[src/rtl/liteic_slave_rd_arbiter.sv]
// Round-robin arbiter and sequencer for one slave node's shared AXI-Lite read port.
// A grant is held from selection through the AR handshake and the R handshake,
// then priority rotates to the slot after the one just served.
module liteic_slave_rd_arbiter #(
  parameter int unsigned NUM_REQ  = 4,
  parameter int unsigned ID_WIDTH = (NUM_REQ == 1) ? 1 : $clog2(NUM_REQ)
) (
  input  logic                clk_i,
  input  logic                rstn_i,
  input  logic [NUM_REQ-1:0]  req_i,
  input  logic                ar_hs_i,
  input  logic                r_hs_i,
  output logic                gnt_valid_o,
  output logic [NUM_REQ-1:0]  gnt_onehot_o,
  output logic [ID_WIDTH-1:0] gnt_id_o,
  output logic                busy_o,
  output logic                ar_done_o,
  output logic                proto_err_o
);

  localparam logic [1:0] StIdle = 2'd0;
  localparam logic [1:0] StAddr = 2'd1;
  localparam logic [1:0] StResp = 2'd2;

  logic [1:0]          r_state;
  logic [ID_WIDTH-1:0] r_rr_ptr;
  logic [ID_WIDTH-1:0] r_gnt_id;
  logic [NUM_REQ-1:0]  r_gnt_onehot;
  logic                r_proto_err;

  logic [2*NUM_REQ-1:0] w_req_dbl;
  logic [2*NUM_REQ-1:0] w_req_rot;
  logic                 w_found;
  logic [ID_WIDTH:0]    w_idx;
  logic [ID_WIDTH-1:0]  w_sel_id;
  logic [NUM_REQ-1:0]   w_sel_onehot;
  logic [ID_WIDTH-1:0]  w_ptr_nxt;

  // Doubling the request vector and shifting by the pointer turns the wrap-around
  // search into a plain lowest-set-bit search over the bottom NUM_REQ bits.
  assign w_req_dbl = {req_i, req_i};
  assign w_req_rot = w_req_dbl >> r_rr_ptr;

  // Round-robin selection: first requesting slot at or after r_rr_ptr.
  always_comb begin
    w_found  = 1'b0;
    w_idx    = '0;
    w_sel_id = '0;
    for (int unsigned k = 0; k < NUM_REQ; k++) begin
      if (!w_found && w_req_rot[k]) begin
        w_found = 1'b1;
        w_idx   = {1'b0, r_rr_ptr} + (ID_WIDTH+1)'(k);
        if (w_idx >= (ID_WIDTH+1)'(NUM_REQ)) begin
          w_idx = w_idx - (ID_WIDTH+1)'(NUM_REQ);
        end
        w_sel_id = ID_WIDTH'(w_idx);
      end
    end
  end

  // Binary-to-one-hot of the selected slot.
  always_comb begin
    w_sel_onehot = '0;
    for (int unsigned i = 0; i < NUM_REQ; i++) begin
      w_sel_onehot[i] = (w_sel_id == ID_WIDTH'(i));
    end
  end

  assign w_ptr_nxt = (r_gnt_id == ID_WIDTH'(NUM_REQ - 1)) ? '0 : r_gnt_id + 1'b1;

  // State machine, grant registers, priority pointer and sticky error flag.
  always_ff @(posedge clk_i) begin
    if (!rstn_i) begin
      r_state      <= StIdle;
      r_rr_ptr     <= '0;
      r_gnt_id     <= '0;
      r_gnt_onehot <= '0;
      r_proto_err  <= 1'b0;
    end else begin
      unique case (r_state)
        StIdle: begin
          if (|req_i) begin
            r_state      <= StAddr;
            r_gnt_id     <= w_sel_id;
            r_gnt_onehot <= w_sel_onehot;
          end
          if (ar_hs_i || r_hs_i) r_proto_err <= 1'b1;
        end
        StAddr: begin
          // Grant is frozen here; only the AR handshake moves us on.
          if (ar_hs_i) begin
            r_state  <= StResp;
            r_rr_ptr <= w_ptr_nxt;
          end
          if (r_hs_i) r_proto_err <= 1'b1;
        end
        StResp: begin
          if (r_hs_i) begin
            if (|req_i) begin
              // Back-to-back grant using the already-rotated pointer.
              r_state      <= StAddr;
              r_gnt_id     <= w_sel_id;
              r_gnt_onehot <= w_sel_onehot;
            end else begin
              r_state      <= StIdle;
              r_gnt_onehot <= '0;
            end
          end
          if (ar_hs_i) r_proto_err <= 1'b1;
        end
        default: r_state <= StIdle;
      endcase
    end
  end

  assign gnt_valid_o  = (r_state == StAddr);
  assign gnt_onehot_o = r_gnt_onehot;
  assign gnt_id_o     = r_gnt_id;
  assign busy_o       = (r_state != StIdle);
  assign ar_done_o    = (r_state == StResp);
  assign proto_err_o  = r_proto_err;

endmodule

[config.mk]
export PLATFORM = sky130hd
export DESIGN_NAME = liteic_slave_rd_arbiter
export DESIGN_NICKNAME = d
export VERILOG_FILES = /design/src/rtl/liteic_slave_rd_arbiter.sv
export SDC_FILE = /design/constraint.sdc
export NUM_CORES = 1
export LEC_CHECK = 0
export ABC_CLOCK_PERIOD_IN_PS = 2700
export CAP_MARGIN = 5
export CELL_PAD_IN_SITES_DETAIL_PLACEMENT = 0
export CELL_PAD_IN_SITES_GLOBAL_PLACEMENT = 1
export CORE_ASPECT_RATIO = 0.75
export CORE_MARGIN = 10
export CORE_UTILIZATION = 30
export DETAILED_ROUTE_END_ITERATION = 7
export PLACE_DENSITY_LB_ADDON = 0.25
export REMOVE_ABC_BUFFERS = 1
export SLEW_MARGIN = 20
export SYNTH_ARGS = -nofsm -noshare
export SYNTH_HDL_FRONTEND = slang
export SYNTH_SLANG_ARGS = --single-unit
[constraint.sdc]
create_clock -name clk_i -period 2.7 [get_ports clk_i]
set_clock_uncertainty 0.05 [all_clocks]
set_input_delay 0.675 -clock clk_i [delete_from_list [all_inputs] [get_ports clk_i]]
set_output_delay 0.675 -clock clk_i [all_outputs]
set_load 0.005 [all_outputs]
==> flow_metrics.py, run 1 <==
metrics = {
    "status": {
        "status": "finished, final reports clean",
    },
    "setup_path": {
        "cp_data_arrival_time_ns": 1.47,
        "cp_top_family": "buffers and inverters",
        "startpoint_type": "register",
        "cp.required_ns": 1.98,
        "path_class": "register to output pin",
        "critical_path_peak_fanout": 5,
        "path_cells": "nor2b_1 -> clkdlybuf4s50_1",
        "critical_path_buf_inv_count": 1,
        "max_stage_delay_ns": 0.55,
        "slowest_stage": "clkdlybuf4s50_1",
        "crit_path_end_kind": "output pin",
    },
    "sta": {
        "whs_ns": 0.408,
        "min_period_ns": 2.19,
        "setup_violations": 0,
        "finalMaxSlewViolations": 0,
        "rsz0062_at_grt": "false",
        "setup_tns_ns": 0,
        "fmax_mhz": 456,
        "period_share_pct": 81.1,
        "hold_viol": 0,
        "worst_slew_pin_slew_ns": 0.480,
        "max_slew_margin_pct": 67.8,
        "finalWorstSetupSlack_ns": 0.509,
    },
    "global_route": {
        "antenna_found_initial": 0,
        "grt-busiest-layer": "met2",
        "grt.met1_usage_pct": 8.71,
        "grt_pass1_vias": 527,
        "gr-usage-met3_pct": 5.01,
        "use_met2_pct": 11.2,
        "grt_max_degree": 12,
        "grt_pass1_wl_mm": 2.46,
        "grt_overflow": 0,
        "grt_usage_pct": 7.62,
    },
    "place": {
        "place.detailed.hpwl_mm": 1.10,
        "place_ws_ns": 0.286,
        "numPortBuffers": 17,
        "routabilityCongestion": 0.727,
    },
    "synthesis": {
        "netlist_area_um2": 566,
        "synthCells": 64,
        "ys_seq_area_share_pct": 38.9,
        "synth_edf_count": 0,
        "ys_types": 30,
        "ys_warn_count": 0,
        "ys_async_sr_fraction_pct": 0,
        "synth.avg_cell_area_um2": 8.84,
        "yosys_register_bits": 11,
        "synth_ff_type": "dfxtp_1",
    },
    "drt": {
        "antenna_left": 0,
        "vias": 500,
        "drt-total-wl_mm": 1.48,
        "via_per_inst": 4.72,
        "remaining_drc_errors": 0,
        "drtIter0Drc": 24,
        "dr.pass1.iters": 3,
        "drt-wirelength-per-cell_um": 14.0,
    },
    "clock_tree": {
        "cts_tree": "built",
        "cts_resized": 0,
        "cts_max_path_buffers": 2,
        "clock-sinks": 11,
        "clock-root-buffer": "clkbuf_4",
        "htreeDepth": 1,
        "clkLatencyLatePin_ns": 0.28,
        "clkTransAtPathRegs_ns": 0.07,
        "postCtsSetupBuffers": 0,
        "cts_inserted_buffers": 3,
        "cts_hold_buf": 0,
    },
    "die": {
        "core_mm2": 0.00176,
        "die_w_um": 70.1,
        "io_pins": 18,
        "dieArea_mm2": 0.00404,
        "rows": 13,
        "start_util_pct": 32.2,
        "die_h_um": 57.6,
    },
    "power": {
        "power_leakage_nw": 0.307,
        "total_power_mw": 0.398,
        "ir_drop_uv": 290,
        "p_per_area_mw_per_mm2": 509,
    },
    "cells_and_area": {
        "diodes": 0,
        "drive_gt1_share_pct": 10.7,
        "syn_to_final_growth_pct": 38.3,
        "layout.nets": 94,
    },
    "hold_path": {
        "min-delay-path-class": "register to register",
    },
    "run": {
        "maxCapViolCount": 0,
    },
}
[per-layer routing]
| metal | routed length, um | vias to the layer above |
|---|---|---|
| li1 | - | 262 |
| met1 | 744 | 224 |
| met2 | 601 | 12 |
| met3 | 124 | 2 |
| met4 | 13 | 0 |
| met5 | 0 | - |
[synth_stat cells (all sizes together), types with 2 or more instances]
master,count,share of area [%]
a21boi,2,3.3
a21oi,5,4.4
and2,3,3.3
dfxtp,11,39
inv,5,3.3
mux2i,2,3.5
nand2,3,2.0
nand2b,3,4.6
nand3,3,2.7
nor2b,5,5.5
o21a,3,4.0
o21ai,5,5.1
or2,2,2.2
[state kept, by name, indices dropped and copies added, names as in the netlist]
register      flops
gnt_id_o          2
gnt_onehot_o      4
proto_err_o       1
r_state           2
r_rr_ptr          2
[cells in the final DEF (no fill, tap or decap), types with 2 or more instances in the layout]
cell | netlist | layout
clkbuf_4 | 0 | 3
o21a_1 | 3 | 3
nor2b_1 | 5 | 5
a21oi_1 | 5 | 5
nand2_1 | 3 | 3
nand3_1 | 3 | 3
mux2i_1 | 2 | 2
clkdlybuf4s50_1 | 0 | 17
dfxtp_1 | 11 | 11
and2_1 | 3 | 3
o21ai_0 | 3 | 3
inv_1 | 5 | 5
nand2b_1 | 2 | 2
[kinds of logic after synthesis]
logic type	share of synthesized area (%)
adders and majority gates	2.21
buffers and inverters	5.97
DFF	38.9
and+or+nand+nor	25.2
muxes	3.54
AOI/OAI and AO/OA	24.1
[per-stage QoR]
step           instance area (um2)  instances  utilization [%]
6_report                       782        106             44.5
5_1_grt                        782        106             44.5
4_1_cts                        782        106             44.5
3_5_place_dp                   756        102             43.0
3_3_place_gp                   756        102             43.0
2_1_floorplan                  551         62                -
[worst min-delay path, cell delays in order (launching register included)]
cell,delay (ns)
dfxtp_1,0.31
nand3_1,0.05
o21ai_1,0.05
[where the power goes]
group	total, mW	switching [mW]	internal [mW]
logic	0.0927	0.0385	0.0543
clock network	0.120	0.0632	0.0573
registers	0.185	0.0107	0.174
[cell type report]
type,count,area [um2]
Clock buffer,4,26.3
Fill cell,184,975
Inverter,5,18.8
Multi-Input combinational cell,46,312
Sequential cell,11,220
Tap cell,22,27.5
Timing Repair Buffer,18,178
[path summary, 6_finish.rpt]
path,startpoint,to,slack [ns],cells past startpoint
worst max register to register,r_rr_ptr[1],gnt_onehot_o[1],1.06,5
worst min-delay path,gnt_onehot_o[2],gnt_onehot_o[2],0.41,2
worst max-delay path,r_state[0],gnt_valid_o,0.51,2
worst min register to register,gnt_onehot_o[2],gnt_onehot_o[2],0.41,2
Note: power is estimated with default switching activity, not from simulation.
==> inputs of run 2 (changes only) <==
Settings changed: ABC_CLOCK_PERIOD_IN_PS 2700 to 1830, CORE_UTILIZATION 30 to 28.
Clock period 2.7 ns to 1.83 ns, I/O delays scaled along.
==> flow_metrics.py, run 2 (same netlist as run 1, synthesis figures left out) <==
metrics = {
    "sta": {
        "min_period_ns": 1.79,
        "hold_viol": 0,
        "finalMaxSlewViolations": 0,
        "max_slew_margin_pct": 79.8,
        "fmax_mhz": 559,
        "whs_ns": 0.416,
        "rsz0062_at_grt": "true",
        "period_share_pct": 97.8,
        "setup_violations": 0,
        "worst_slew_pin_slew_ns": 0.304,
    },
    "power": {
        "total_power_mw": 0.596,
        "ir_drop_uv": 338,
        "power_leakage_nw": 0.366,
        "p_per_area_mw_per_mm2": 698,
    },
    "setup_path": {
        "slowest_stage": "or4_4",
        "cp.required_ns": 1.98,
        "crit_path_end_kind": "register",
        "r2r_start": "r_rr_ptr[1]",
        "startpoint_type": "primary input",
        "r2r_end": "gnt_onehot_o[0]",
        "r2r_cells": 6,
        "max_stage_delay_ns": 0.58,
        "cp_data_arrival_time_ns": 1.94,
        "path_class": "primary input to register",
        "rrSetupSlack_ns": 0.38,
        "path_cells": "clkdlybuf4s50_1 -> or4_4 -> o21ai_4 -> buf_4 -> nand3_1 -> o21ai_1",
        "critical_path_peak_fanout": 4,
    },
    "cells_and_area": {
        "layout_commonest_cell": "clkdlybuf4s50_1",
        "final_cell_mix": "14 x clkdlybuf4s50_1, 9 x dfxtp_1, 7 x buf_4, 5 x inv_1, 5 x a21oi_1",
        "diodes": 0,
        "layout.nets": 100,
        "drive_gt1_share_pct": 22.2,
        "final_util_pct": 46.9,
        "largest_reg_flops": 4,
        "fin_cells": 112,
        "syn_to_final_growth_pct": 51.1,
    },
    "global_route": {
        "grt_pass1_vias": 515,
        "grt_max_degree": 12,
        "antenna_found_initial": 0,
        "grt_overflow": 0,
        "grt_usage_pct": 6.85,
        "grt_pass1_wl_mm": 2.35,
    },
    "drt": {
        "via_per_inst": 4.63,
        "drt-total-wl_mm": 1.47,
        "antenna_left": 0,
        "dr.pass1.iters": 3,
        "remaining_drc_errors": 0,
        "vias": 519,
        "drtIter0Drc": 33,
        "drt-wirelength-per-cell_um": 13.1,
    },
    "die": {
        "die_h_um": 58.9,
        "start_util_pct": 31.0,
        "die_w_um": 71.9,
        "dieArea_mm2": 0.00424,
        "rows": 13,
        "core_mm2": 0.00182,
        "io_pins": 18,
    },
    "place": {
        "post-place-cells": 108,
        "routabilityCongestion": 0.725,
        "place.detailed.hpwl_mm": 1.10,
        "numPortBuffers": 17,
    },
    "clock_tree": {
        "htreeDepth": 1,
        "clock-sinks": 11,
        "clkLatencyLatePin_ns": 0.27,
        "cts_max_path_buffers": 2,
        "clkTransAtPathRegs_ns": 0.07,
        "cts_tree": "built",
        "clock-root-buffer": "clkbuf_4",
        "cts_hold_buf": 0,
        "cts_inserted_buffers": 3,
    },
    "hold_path": {
        "whs_path_depth": 1,
        "min-delay-path-class": "register to register",
        "min_to": "proto_err_o",
        "min_from": "proto_err_o",
    },
    "status": {
        "status": "finished, final reports clean",
    },
    "run": {
        "maxCapViolCount": 0,
    },
}
==> run 2: changes by cell type in the layout (fill, tap and decap cells not counted), moves of 2 or more <==
cell             before  now
dlygate4sd2_1         0    2
clkdlybuf4s50_1      17   14
buf_4                 1    7
dfxtp_1              11    9
==> run 2: critical path: cells and delay by family <==
family / cells / cell delay (ns)
AND/OR/NAND/NOR: 2 / 0.65
buffers and inverters: 2 / 0.58
AO/OA/AOI/OAI: 2 / 0.26
==> run 2: cell type report <==
cell class	instances	area, um2
multi-input combinational	46	334
tap	22	27.5
fill	188	967
inverter	5	18.8
sequential	11	225
clock buffer	4	26.3
timing repair buffer	24	223
==> run 2: what timing repair did <==
| item | 4_1_cts | 5_1_grt |
|---|---|---|
| gates resized for setup | 7 | 5 |
| buffers inserted | 0 | 0 |
| pin swaps | 0 | 2 |
| setup endpoints to repair | 3 | 5 |
==> run 2: how the worst max path moves through the flow <==
stage               start               to  cells past startpoint
2_1_floorplan    req_i[0]  gnt_onehot_o[1]                      4
3_5_place_dp     req_i[0]  gnt_onehot_o[3]                      5
6_report         req_i[0]  gnt_onehot_o[2]                      6
4_1_cts        r_state[0]      gnt_valid_o                      2
3_3_place_gp     req_i[0]  gnt_onehot_o[1]                      8
5_1_grt          req_i[0]  gnt_onehot_o[1]                      8
==> run 2: layer usage <==
metal  vias up  GRT usage, %  part of all wire, %
met5         -             0                    0
li1        275             -                    -
met1       229          7.87                   47
met4         0         0.826                 0.61
met3         2          5.53                   12
met2        13          9.92                   40
==> run 2: stage by stage <==
step | setup TNS, ns | setup slack [ns] | area, um2
after floorplan | 0 | 0.233 | 551
after global placement | -1.51 | -0.239 | 801
after detailed placement | -1.56 | -0.248 | 801
after CTS | 0 | 0.00328 | 837
after global routing | -0.0487 | -0.0487 | 855
final | 0 | 0.0404 | 855
==> run 2: report_power, final <==
part | switching, mW | total [mW] | leakage [nW] | internal, mW
sequential | 0.0167 | 0.274 | 0.0912 | 0.257
combinational | 0.0618 | 0.158 | 0.260 | 0.0966
clock | 0.0799 | 0.164 | 0.0150 | 0.0844
==> inputs of run 3 (changes only) <==
Settings changed: GPL_TIMING_DRIVEN from default to 0.
==> flow_metrics.py, run 3 (same netlist as run 1, synthesis figures left out) <==
metrics = {
    "status": {
        "status": "finished, violations left",
        "violations": "negative setup slack",
    },
    "setup_path": {
        "startpoint_type": "primary input",
        "path_class": "primary input to register",
        "path_cells": "clkdlybuf4s50_1 -> or4_4 -> and2_2 -> a32oi_1 -> nor2b_1",
        "critical_path_buf_inv_count": 1,
        "max_stage_delay_ns": 0.56,
        "slowest_stage": "or4_4",
        "cp_data_arrival_time_ns": 1.95,
        "crit_start": "req_i[3]",
        "critical_path_peak_fanout": 5,
        "crit_path_end_kind": "register",
        "cp_top_family": "simple AND/OR/NAND/NOR gates",
        "cp.required_ns": 1.95,
        "r2r_start": "r_rr_ptr[1]",
    },
    "drt": {
        "remaining_drc_errors": 0,
        "dr.pass1.iters": 4,
        "drt-total-wl_mm": 1.41,
        "drtIter0Drc": 14,
        "drt-wirelength-per-cell_um": 13.4,
        "via_per_inst": 4.55,
        "antenna_left": 0,
        "vias": 478,
    },
    "power": {
        "ir_drop_uv": 537,
        "total_power_mw": 0.579,
        "p_per_area_mw_per_mm2": 724,
        "power_leakage_nw": 0.332,
    },
    "die": {
        "core_mm2": 0.00182,
        "start_util_pct": 31.0,
        "io_pins": 18,
        "rows": 13,
        "dieArea_mm2": 0.00424,
        "die_h_um": 58.9,
        "die_w_um": 71.9,
    },
    "global_route": {
        "grt_overflow": 0,
        "grt_pass1_vias": 464,
        "grt_pass1_wl_mm": 2.30,
        "antenna_found_initial": 0,
        "grt_usage_pct": 7.01,
        "grt_max_degree": 13,
    },
    "sta": {
        "min_period_ns": 1.83,
        "finalMaxSlewViolations": 0,
        "worst_slew_pin_slew_ns": 0.394,
        "finalWorstSetupSlack_ns": -0.00351,
        "hold_viol": 0,
        "setup_violations": 1,
        "rsz0062_at_grt": "true",
        "fmax_mhz": 545,
        "max_slew_margin_pct": 73.6,
        "period_share_pct": 100,
    },
    "run": {
        "maxCapViolCount": 0,
    },
    "cells_and_area": {
        "layout.nets": 93,
        "layout_commonest_cell": "clkdlybuf4s50_1",
        "final_cell_mix": "12 x clkdlybuf4s50_1, 9 x dfxtp_1, 5 x inv_1, 5 x a21oi_1",
        "drive_gt1_share_pct": 16.9,
        "largest_reg_flops": 4,
        "syn_to_final_growth_pct": 41.6,
        "diodes": 0,
    },
    "hold_path": {
        "min_from": "gnt_onehot_o[2]",
        "min-delay-path-class": "register to register",
    },
    "clock_tree": {
        "cts_tree": "built",
        "cts_max_path_buffers": 2,
        "clock-sinks": 11,
        "clkTransAtPathRegs_ns": 0.08,
        "cts_inserted_buffers": 3,
        "clock-root-buffer": "clkbuf_4",
        "htreeDepth": 1,
        "clkLatencyLatePin_ns": 0.27,
        "postCtsSetupBuffers": 0,
    },
    "place": {
        "numPortBuffers": 17,
        "routabilityCongestion": 0.647,
        "place.detailed.hpwl_mm": 1.02,
        "place_ws_ns": -0.363,
    },
}
[run 3: worst register-to-register path, delay by kind of cell, from the launching register on]
family | cells | cell delay (ns)
mux | 1 | 0.21
simple gates | 2 | 0.30
flops | 1 | 0.44
compound gates | 2 | 0.49
[run 3: power by group]
part | total (mW) | switching [mW] | leakage [nW] | internal (mW)
combinational | 0.138 | 0.0590 | 0.223 | 0.0785
clock | 0.168 | 0.0873 | 0.0177 | 0.0809
sequential | 0.274 | 0.0166 | 0.0912 | 0.257
[run 3: per-stage QoR]
step                instance area [um2]   TNS, ns  util (%)  hold WS [ns]  instances
finish                              801  -0.00351      44.0         0.410        105
global route                        801    -0.108      44.0         0.457        105
global placement                    748     -2.22      41.1         0.397        101
CTS                                 792         0      43.5         0.415        105
floorplan                           551         0         -         0.404         62
detailed placement                  748     -2.20      41.1         0.402        101
[run 3: what timing repair did]
| item | CTS | global route |
|---|---|---|
| endpoints found under the hold margin | 0 | 0 |
| resized for setup | 11 | 2 |
| hold buffers | 0 | 0 |
| setup endpoints to repair | 9 | 6 |
| pin swaps | 2 | 1 |
[run 3: layout make-up]
cell class	count	area, um2
Clock buffer	3	22.5
Clock inverter	1	5.00
Fill cell	197	1020
Inverter	5	18.8
Multi-Input combinational cell	46	334
Sequential cell	11	225
Tap cell	22	27.5
Timing Repair Buffer	17	168
[run 3: final timing paths]
path / end / slack [ns] / cells past startpoint
setup / recovery: gnt_onehot_o[3] / -0.004 / 5
hold / removal: gnt_onehot_o[2] / 0.41 / 2
setup reg to reg: gnt_onehot_o[1] / 0.29 / 5
hold reg to reg: gnt_onehot_o[2] / 0.41 / 2
[run 3: per-layer routing]
metal / vias to the layer above / track usage (%) / wire length (um)
li1: 261 / - / -
met1: 203 / 9.12 / 747
met2: 12 / 9.05 / 530
met3: 2 / 5.19 / 120
met4: 0 / 0.826 / 9
met5: - / 0 / 0
